<file path="src/rtl/led_sched_pkg.sv">
// Shared definitions for the LED event scheduler: FSM states, animation codes
// and the bit positions of the pending-request vector.
package led_sched_pkg;

    typedef enum logic [2:0] {
        IDLE,
        ISSUE,
        WAIT_BUSY,
        RUN,
        GAP
    } sched_state_t;

    localparam logic [1:0] ANIM_GBEST   = 2'd0;
    localparam logic [1:0] ANIM_PBEST   = 2'd1;
    localparam logic [1:0] ANIM_CRASH   = 2'd2;
    localparam logic [1:0] ANIM_LOWFUEL = 2'd3;

    localparam int unsigned PEND_GBEST   = 0;
    localparam int unsigned PEND_PBEST   = 1;
    localparam int unsigned PEND_CRASH   = 2;
    localparam int unsigned PEND_LOWFUEL = 3;

endpackage

</file>
<file path="src/rtl/led_event_scheduler_prio_arb.sv">
// Combinational fixed-priority picker GBEST > PBEST > CRASH > LOWFUEL;
// the aging flag lets a pending LOWFUEL jump the queue.
import led_sched_pkg::*;

module led_sched_prio_arb (
    input  logic [3:0] pending,
    input  logic       aging,
    output logic       valid,
    output logic [1:0] code
);

    always_comb begin
        valid = |pending;
        code  = ANIM_GBEST;
        if (aging && pending[PEND_LOWFUEL]) begin
            code = ANIM_LOWFUEL;
        end else if (pending[PEND_GBEST]) begin
            code = ANIM_GBEST;
        end else if (pending[PEND_PBEST]) begin
            code = ANIM_PBEST;
        end else if (pending[PEND_CRASH]) begin
            code = ANIM_CRASH;
        end else if (pending[PEND_LOWFUEL]) begin
            code = ANIM_LOWFUEL;
        end
    end

endmodule

</file>
<file path="src/rtl/led_event_scheduler.sv">
// Latches game events, arbitrates them and drives the LED animator handshake.
// Optional LOWFUEL starvation guard: define LED_SCHED_AGING_EN.
import led_sched_pkg::*;

module led_event_scheduler #(
    parameter int unsigned GAP_CYCLES = 16,
    parameter int unsigned START_TMO  = 4,
    parameter int unsigned RUN_TMO    = 4096
) (
    input  logic       clk,
    input  logic       rst,
    input  logic       ev_gbest,
    input  logic       ev_pbest,
    input  logic       ev_crash,
    input  logic       ev_lowfuel,
    input  logic       game_active,
    input  logic       anim_busy,
    input  logic       anim_done,
    output logic       anim_start,
    output logic [1:0] anim_sel,
    output logic       gauge_pass,
    output logic [3:0] pending,
    output logic [3:0] coalesced,
    output logic       err
);

    sched_state_t state, state_nx;
    logic [15:0]  timer;
    logic [3:0]   pend_q, pend_nx;
    logic [3:0]   coal_q;
    logic [1:0]   sel_q;
    logic         err_q;
    logic         tmo_hit;

    logic [3:0]   ev;
    logic [3:0]   merged;
    logic [2:0]   merge_cnt;
    logic [4:0]   coal_sum;
    logic [3:0]   grant_clr;
    logic         grant;
    logic         arb_valid;
    logic [1:0]   arb_code;
    logic         aging;

    led_sched_prio_arb u_arb (
        .pending (pend_q),
        .aging   (aging),
        .valid   (arb_valid),
        .code    (arb_code)
    );

    assign grant = (state == ISSUE) && arb_valid;

    // Low-fuel pulses outside a round are dropped before they can latch or merge.
    assign ev        = {ev_lowfuel & game_active, ev_crash, ev_pbest, ev_gbest};
    assign merged    = ev & pend_q;
    assign merge_cnt = {2'b00, merged[0]} + {2'b00, merged[1]}
                     + {2'b00, merged[2]} + {2'b00, merged[3]};
    assign coal_sum  = {1'b0, coal_q} + {2'b00, merge_cnt};

    always_comb begin
        grant_clr = '0;
        if (grant) begin
            grant_clr[arb_code] = 1'b1;
            if (arb_code == ANIM_GBEST) begin
                grant_clr[PEND_PBEST] = 1'b1;
            end
        end
    end

    always_comb begin
        pend_nx = (pend_q | ev) & ~grant_clr;
        if (!game_active) begin
            pend_nx[PEND_LOWFUEL] = 1'b0;
        end
    end

    always_comb begin
        state_nx = state;
        tmo_hit  = 1'b0;
        case (state)
            IDLE: begin
                if (|pend_q) state_nx = ISSUE;
            end
            ISSUE: begin
                // A lone LOWFUEL request can vanish when the round ends.
                state_nx = arb_valid ? WAIT_BUSY : IDLE;
            end
            WAIT_BUSY: begin
                if (anim_busy) begin
                    state_nx = RUN;
                end else if (timer == 16'(START_TMO - 1)) begin
                    tmo_hit  = 1'b1;
                    state_nx = GAP;
                end
            end
            RUN: begin
                if (anim_done) begin
                    state_nx = GAP;
                end else if (timer == 16'(RUN_TMO - 1)) begin
                    tmo_hit  = 1'b1;
                    state_nx = GAP;
                end
            end
            GAP: begin
                if (timer == 16'(GAP_CYCLES - 1)) begin
                    state_nx = (|pend_q) ? ISSUE : IDLE;
                end
            end
            default: state_nx = IDLE;
        endcase
    end

    always_ff @(posedge clk) begin
        if (!rst) begin
            state  <= IDLE;
            timer  <= '0;
            pend_q <= '0;
            coal_q <= '0;
            sel_q  <= ANIM_GBEST;
            err_q  <= 1'b0;
        end else begin
            state  <= state_nx;
            timer  <= (state_nx != state) ? '0 : timer + 16'd1;
            pend_q <= pend_nx;
            coal_q <= coal_sum[4] ? 4'hF : coal_sum[3:0];
            if (grant) sel_q <= arb_code;
            if (tmo_hit) err_q <= 1'b1;
        end
    end

`ifdef LED_SCHED_AGING_EN
    logic [2:0] skip_q;

    assign aging = (skip_q >= 3'd4);

    always_ff @(posedge clk) begin
        if (!rst) begin
            skip_q <= '0;
        end else if (!pend_q[PEND_LOWFUEL]) begin
            skip_q <= '0;
        end else if (grant) begin
            if (arb_code == ANIM_LOWFUEL) begin
                skip_q <= '0;
            end else if (skip_q < 3'd4) begin
                skip_q <= skip_q + 3'd1;
            end
        end
    end
`else
    assign aging = 1'b0;
`endif

    assign anim_start = grant;
    assign anim_sel   = grant ? arb_code : sel_q;
    assign gauge_pass = (state == IDLE);
    assign pending    = pend_q;
    assign coalesced  = coal_q;
    assign err        = err_q;

endmodule

</file>
<file path="config.mk">
export PLATFORM = sky130hd
export DESIGN_NAME = led_event_scheduler
export DESIGN_NICKNAME = d
export VERILOG_FILES = /design/src/rtl/led_sched_pkg.sv /design/src/rtl/led_event_scheduler_prio_arb.sv /design/src/rtl/led_event_scheduler.sv
export SDC_FILE = /design/constraint.sdc
export NUM_CORES = 1
export LEC_CHECK = 0
export ABC_AREA = 1
export BUFFER_PORTS_ARGS = -buffer_cell sky130_fd_sc_hd__buf_4
export CAP_MARGIN = 20
export CELL_PAD_IN_SITES_DETAIL_PLACEMENT = 1
export CELL_PAD_IN_SITES_GLOBAL_PLACEMENT = 1
export CORE_UTILIZATION = 35
export DETAILED_ROUTE_END_ITERATION = 10
export PLACE_DENSITY = 0.71
export SLEW_MARGIN = 0
export SYNTH_ARGS = -nofsm -noshare
export SYNTH_HDL_FRONTEND = slang
export SYNTH_SLANG_ARGS = --single-unit
</file>
<file path="constraint.sdc">
create_clock -name clk -period 2.05 [get_ports clk]
set_input_delay 0.205 -clock clk [delete_from_list [all_inputs] [get_ports clk]]
set_output_delay 0.205 -clock clk [all_outputs]
set_load 0.02 [all_outputs]
</file>
==> flow_metrics.tcl, run 1 <==
set metrics [dict create \
    status "completed" \
    htreeDepth 2 \
    grt_pass1_wl_um 6330 \
    die_w_um 73.1 \
    netlist_area_um2 1770 \
    drc 0 \
    avgSynthCellArea_um2 7.59 \
    yosysWarnings 0 \
    holdPathEnd "pending[2]" \
    power_mw 1.60 \
    drive_above_1_share_pct 28.6 \
    final_antenna_net_count 0 \
    cts_buffer_depth 2 \
    p_int_mw 1.06 \
    multi_input_area_um2 1000 \
    first_pass_iters 4 \
    worst-r2r-setup-slack_ns 0.09 \
    cts_tree "built" \
    critical-path-top-delay-family "adder cells" \
    yosysUniqueCellTypes 32 \
    tightest_slew_ns 0.300 \
    worstSetupPathType "flop to flop" \
    postPlaceCellArea_um2 2010 \
    dieArea_um2 5340 \
    ys_seq_elements 30 \
    num-fill-cells 624 \
    ir_drop_mv 0.361 \
    comb_power_share_pct 28.0 \
    grt_use_total_pct 15.6 \
    rsz0062_at_grt "yes" \
    fin_crit_ns 1.96 \
    setup_violations 0 \
    final_cell_mix "inv_1 (39), nand2_1 (39), nor2_1 (31), dfxtp_1 (28), buf_4 (22)" \
    initial_utilization_pct 37.0 \
    min-delay-start "ev_crash" \
    path_buf_inv 5 \
    clkPwrFrac_pct 30.8 \
    post-place-ws_ns -0.0258 \
    tns_ns 0 \
    swShare_pct 34.0 \
    stdcell_count 329 \
    leakage_nw 0.966 \
    numCtsBuffers 5 \
    ys_seq_area_share_pct 33.9 \
    antenna_found_initial 0 \
    final_util_pct 44.5 \
    power.density_nw_per_um2 753 \
    regArea_um2 608 \
    slew_headroom_pct 80.0 \
    fmax_ghz 0.510 \
    pwr-share-seq_pct 41.2 \
    worstSetupEndpointType "flop" \
    gr-total-overflow 0 \
    nets 275 \
    worst_path_max_delay_cell "fa_1" \
    crit_start "pending[2]" \
    hold_path_depth 3 \
    worstPathRequired_ns 2.22 \
    critical_path.cell_chain "nand2_2, inv_2, fa_1, fa_2, inv_2, fa_2, inv_2, nand3_2, inv_2, o21ai_1, inv_1" \
    wire_per_inst_um 11.3 \
    area_growth_pct 20.4 \
    postRouteWirelength_um 3730 \
    viasPerCell 4.43 \
    die_h_um 73.1 \
    r2r_end "coalesced[2]" \
    cp_max_fo 4 \
    timing.hold.ws_ns 0.170 \
    critPathMostFrequentCell "inv_2" \
    route.vias.total 1459 \
    fin_area_um2 2130 \
    dpl.cell_count 321 \
    fin_ws_ns 0.0874 \
    antenna_cells 0 \
    crit_path_max_incr_delay_ns 0.46 \
    clk_pin_slew_worst_paths_ns 0.06 \
    syn_nets 247 \
    ff2ff_path_depth 11 \
    arrival_ns 2.14 \
    insertion_delay_ns 0.28 \
    start_kind "flop" \
    postSynthCellCount 233 \
    cts_setup_buffers 0 \
    io_buffers 21 \
    fin_skew_ns 0.00548 \
    drv_cap 0 \
    maxSlewViolCount 0 \
    drt_iter0_markers 51 \
    period_share_pct 95.7 \
    core_um2 4790 \
    clock-root-buffer "clkbuf_8" \
    ios 22 \
    num_rows 25 \
    hold_path.class "primary input to flop" \
    grt_pass1_vias 1418 \
    grt_max_degree 17 \
    hpwlAfterDp_um 2920 \
    rr_startpoint "pending[2]" \
    place.gp.congestion 0.788 \
    clkSinkCount 30 \
    hold_viol 0 \
    power.switching_mw 0.545 \
]
how the worst max path moves through the flow:
stage / end / depth (start not counted)
floorplan: coalesced[2] / 11
global placement: coalesced[2] / 11
detailed placement: coalesced[2] / 11
CTS: coalesced[2] / 11
global route: coalesced[3] / 11
finish: coalesced[2] / 11
synth_stat cells:
cell type,n,share of area (%)
nor2_1,33,7.0
o21ai_1,1,0.28
ha_1,2,1.4
nor2_2,4,1.4
nor3_1,1,0.28
o221ai_1,1,0.50
nand3b_1,1,0.42
nor3_2,3,1.7
xor2_1,6,3.0
nand3_4,1,0.99
nand4_2,1,0.71
inv_1,44,9.3
dfxtp_1,30,34
o211ai_1,2,0.85
xnor2_1,10,5.0
a21oi_1,3,0.85
nand2_2,4,1.4
nand3_1,10,2.8
a211oi_1,2,0.85
nor3b_2,1,0.71
nand4_1,3,1.1
a31oi_1,2,0.71
o31ai_1,1,0.42
o21ai_0,4,1.1
nand3_2,3,1.7
clkinv_2,1,0.28
fa_1,3,3.4
inv_2,2,0.42
nand2_4,1,0.64
nor2_4,11,7.0
nand2_1,41,8.7
buf_12,1,1.1
routing by layer:
metal	GRT usage [%]	vias up	part of all wire [%]
met5	0	-	0
met4	5.23	0	0.86
met3	4.14	2	2.9
met2	24.6	17	47
met1	20.5	671	50
li1	-	769	-
power groups by stage:
stage	Sequential, mW	Combinational, mW	Clock, mW
floorplan	0.690	0.288	0
global placement	0.671	0.426	0
detailed placement	0.673	0.430	0
CTS	0.660	0.433	0.516
global route	0.666	0.499	0.537
finish	0.660	0.449	0.494
logic make-up (layout without fill, tap and decap cells):
family	count (synthesis)	in the layout	share of synthesized area, %
compound gates	16	16	5.59
xor+xnor	16	16	7.92
fa+ha+maj	5	5	4.81
buf+inv	48	77	11.2
flops	30	30	33.9
simple gates	118	118	36.6
repair_timing:
| action | in CTS | in global routing |
|---|---|---|
| hold endpoints to repair | 0 | 0 |
| setup endpoints to repair | 1 | 10 |
| pin swaps | 0 | 1 |
| gates cloned | 0 | 0 |
| hold buffers | 0 | 0 |
| resized for setup | 1 | 12 |
worst min-delay path, delay by kind of cell:
| family | cells | cell delay, ns |
|---|---|---|
| buffers and inverters | 2 | 0.14 |
| AOI/OAI and AO/OA | 1 | 0.08 |
flip-flops by register name (all words and copies together) (netlist names):
name       cells
coalesced      4
err            1
pending        4
sel_q          2
state          3
timer         16
layout make-up:
class / instances / area share (%)
clock buffer: 7 / 4.05
clock inverter: 1 / 0.235
inverter: 47 / 8.34
multi-input combinational: 155 / 47.2
sequential: 30 / 28.5
tap: 67 / 3.93
timing repair buffer: 22 / 7.75
(Power assumes the default switching activity.)
==> inputs of run 2 (changes only) <==
--- a/config.mk
+++ b/config.mk
@@ -12,8 +12,9 @@
 export CELL_PAD_IN_SITES_GLOBAL_PLACEMENT = 1
 export CORE_UTILIZATION = 35
 export DETAILED_ROUTE_END_ITERATION = 10
-export PLACE_DENSITY = 0.71
+export PLACE_DENSITY_LB_ADDON = 0.12
 export SLEW_MARGIN = 0
 export SYNTH_ARGS = -nofsm -noshare
 export SYNTH_HDL_FRONTEND = slang
 export SYNTH_SLANG_ARGS = --single-unit
+export TNS_END_PERCENT = 30
==> run 2 against run 1 <==
  * Clock skew is 0.0021 ns higher
  * Worst setup slack worse by 0.0049 ns
  * Non-clock buffer count is 1 higher
  * Critical path type unchanged
  * Largest power group unchanged
  * Highest routed layer unchanged
==> flow_metrics.tcl, run 2 (same netlist as run 1, synthesis figures left out) <==
set metrics [dict create \
    status "completed" \
    maxSlewViolCount 0 \
    num-fill-cells 611 \
    largest_reg_flops 16 \
    power_mw 1.62 \
    fin_skew_ns 0.00754 \
    worst-r2r-setup-slack_ns 0.08 \
    path_buf_inv 2 \
    first_pass_iters 4 \
    die_h_um 73.1 \
    drv_cap 0 \
    cts_tree "built" \
    htreeDepth 2 \
    slew_headroom_pct 77.8 \
    cts_buffer_depth 2 \
    largest-register "timer" \
    antenna_cells 0 \
    postRouteWirelength_um 3910 \
    ir_drop_mv 0.311 \
    cp_max_fo 2 \
    die_w_um 73.1 \
    drc 0 \
    clk_pin_slew_worst_paths_ns 0.07 \
    clock-root-buffer "clkbuf_8" \
    power.density_nw_per_um2 760 \
    ff2ff_path_depth 7 \
    hold_path.class "primary input to flop" \
    drive_above_1_share_pct 27.4 \
    worstSetupEndpointType "flop" \
    multi_input_area_um2 983 \
    timing.hold.ws_ns 0.167 \
    start_kind "flop" \
    numCtsBuffers 5 \
    holdPathEnd "pending[0]" \
    nets 276 \
    route.vias.total 1449 \
    rsz0062_at_grt "yes" \
    area_growth_pct 20.4 \
    leakage_nw 0.978 \
    place.gp.congestion 0.716 \
    worst_path_max_delay_cell "fa_1" \
    fin_crit_ns 1.97 \
    wire_per_inst_um 11.9 \
    period_share_pct 96.0 \
    hold_viol 0 \
    dieArea_um2 5340 \
    antenna_found_initial 0 \
    fmax_ghz 0.508 \
    tightest_slew_ns 0.332 \
    hold_path_depth 3 \
    grt_pass1_vias 1489 \
    worstSetupPathType "flop to flop" \
    crit_path_max_incr_delay_ns 0.46 \
    gr-total-overflow 0 \
    rr_startpoint "pending[0]" \
    regArea_um2 608 \
    cts-hold-fix-buffers 0 \
    min-delay-start "ev_gbest" \
    critical_path.cell_chain "nand2_2, inv_2, fa_1, fa_2, inv_2, fa_2, a21oi_1" \
    critical-path-top-delay-family "adder cells" \
    grt_max_degree 17 \
    io_buffers 21 \
    num_rows 25 \
    grt_use_total_pct 16.9 \
    drt_iter0_markers 41 \
    r2r_end "coalesced[1]" \
    insertion_delay_ns 0.28 \
    ios 22 \
    final_antenna_net_count 0 \
    cts_setup_buffers 0 \
    worstPathRequired_ns 2.26 \
    core_um2 4790 \
    setup_violations 0 \
    final_cell_mix "inv_1 (40), nand2_1 (40), nor2_1 (33), dfxtp_1 (28), buf_4 (22)" \
    hpwlAfterDp_um 3070 \
    clkSinkCount 30 \
    grt_pass1_wl_um 6730 \
    arrival_ns 2.18 \
    initial_utilization_pct 37.0 \
    viasPerCell 4.39 \
]
## run 2: cell types whose count changed in the layout (fill, tap and decap cells not counted), sizes merged
cell  change
buf       +1
## run 2: how the worst max path moves through the flow
stage | startpoint | to | slack, ns | cells after the start
finish | pending[0] | coalesced[1] | 0.08 | 7
CTS | pending[2] | coalesced[2] | 0.02 | 11
global route | pending[2] | coalesced[2] | -0.03 | 9
global placement | ev_gbest | coalesced[2] | 0.04 | 12
detailed placement | pending[2] | coalesced[2] | -0.01 | 11
floorplan | pending[2] | coalesced[2] | 0.06 | 11
## run 2: worst register-to-register path, stage by stage (launching register included)
cell	delay, ns
dfxtp_4	0.34
nand2_2	0.06
inv_2	0.04
fa_1	0.46
fa_2	0.36
inv_2	0.06
fa_2	0.42
a21oi_1	0.14
## run 2: cell type report
class | instances | share of cell area, %
Multi-Input combinational cell | 155 | 46.2
Sequential cell | 30 | 28.6
Clock buffer | 7 | 4.05
Clock inverter | 1 | 0.235
Timing Repair Buffer | 23 | 8.70
Tap cell | 67 | 3.94
Inverter | 47 | 8.34
## run 2: routing by layer
| metal | global-route usage (%) | vias to the layer above | part of all wire (%) |
|---|---|---|---|
| met3 | 4.14 | 5 | 1.9 |
| met2 | 26.6 | 10 | 47 |
| met1 | 22.1 | 664 | 50 |
| met5 | 0 | - | 0 |
| li1 | - | 770 | - |
| met4 | 6.54 | 0 | 1.4 |
## run 2: metrics by stage
stage	util (%)	area (µm²)	cells	setup WS [ns]	setup TNS [ns]
after global routing	44.5	2130	330	-0.0349	-0.0454
after floorplan	-	1780	233	0.0643	0
after detailed placement	42.4	2030	322	-0.0147	-0.0147
after global placement	42.4	2030	322	0.0358	0
final	44.5	2130	330	0.0825	0
after CTS	44.3	2120	330	0.0249	0
## run 2: where the power goes
part / switching, mW / internal, mW
clock network: 0.232 / 0.271
logic: 0.281 / 0.174
registers: 0.0366 / 0.624
## run 2: what timing repair did
item / CTS / global route
resized for setup: 1 / 7
gates cloned: 0 / 0
pin swaps: 0 / 1
setup endpoints to repair: 1 / 5
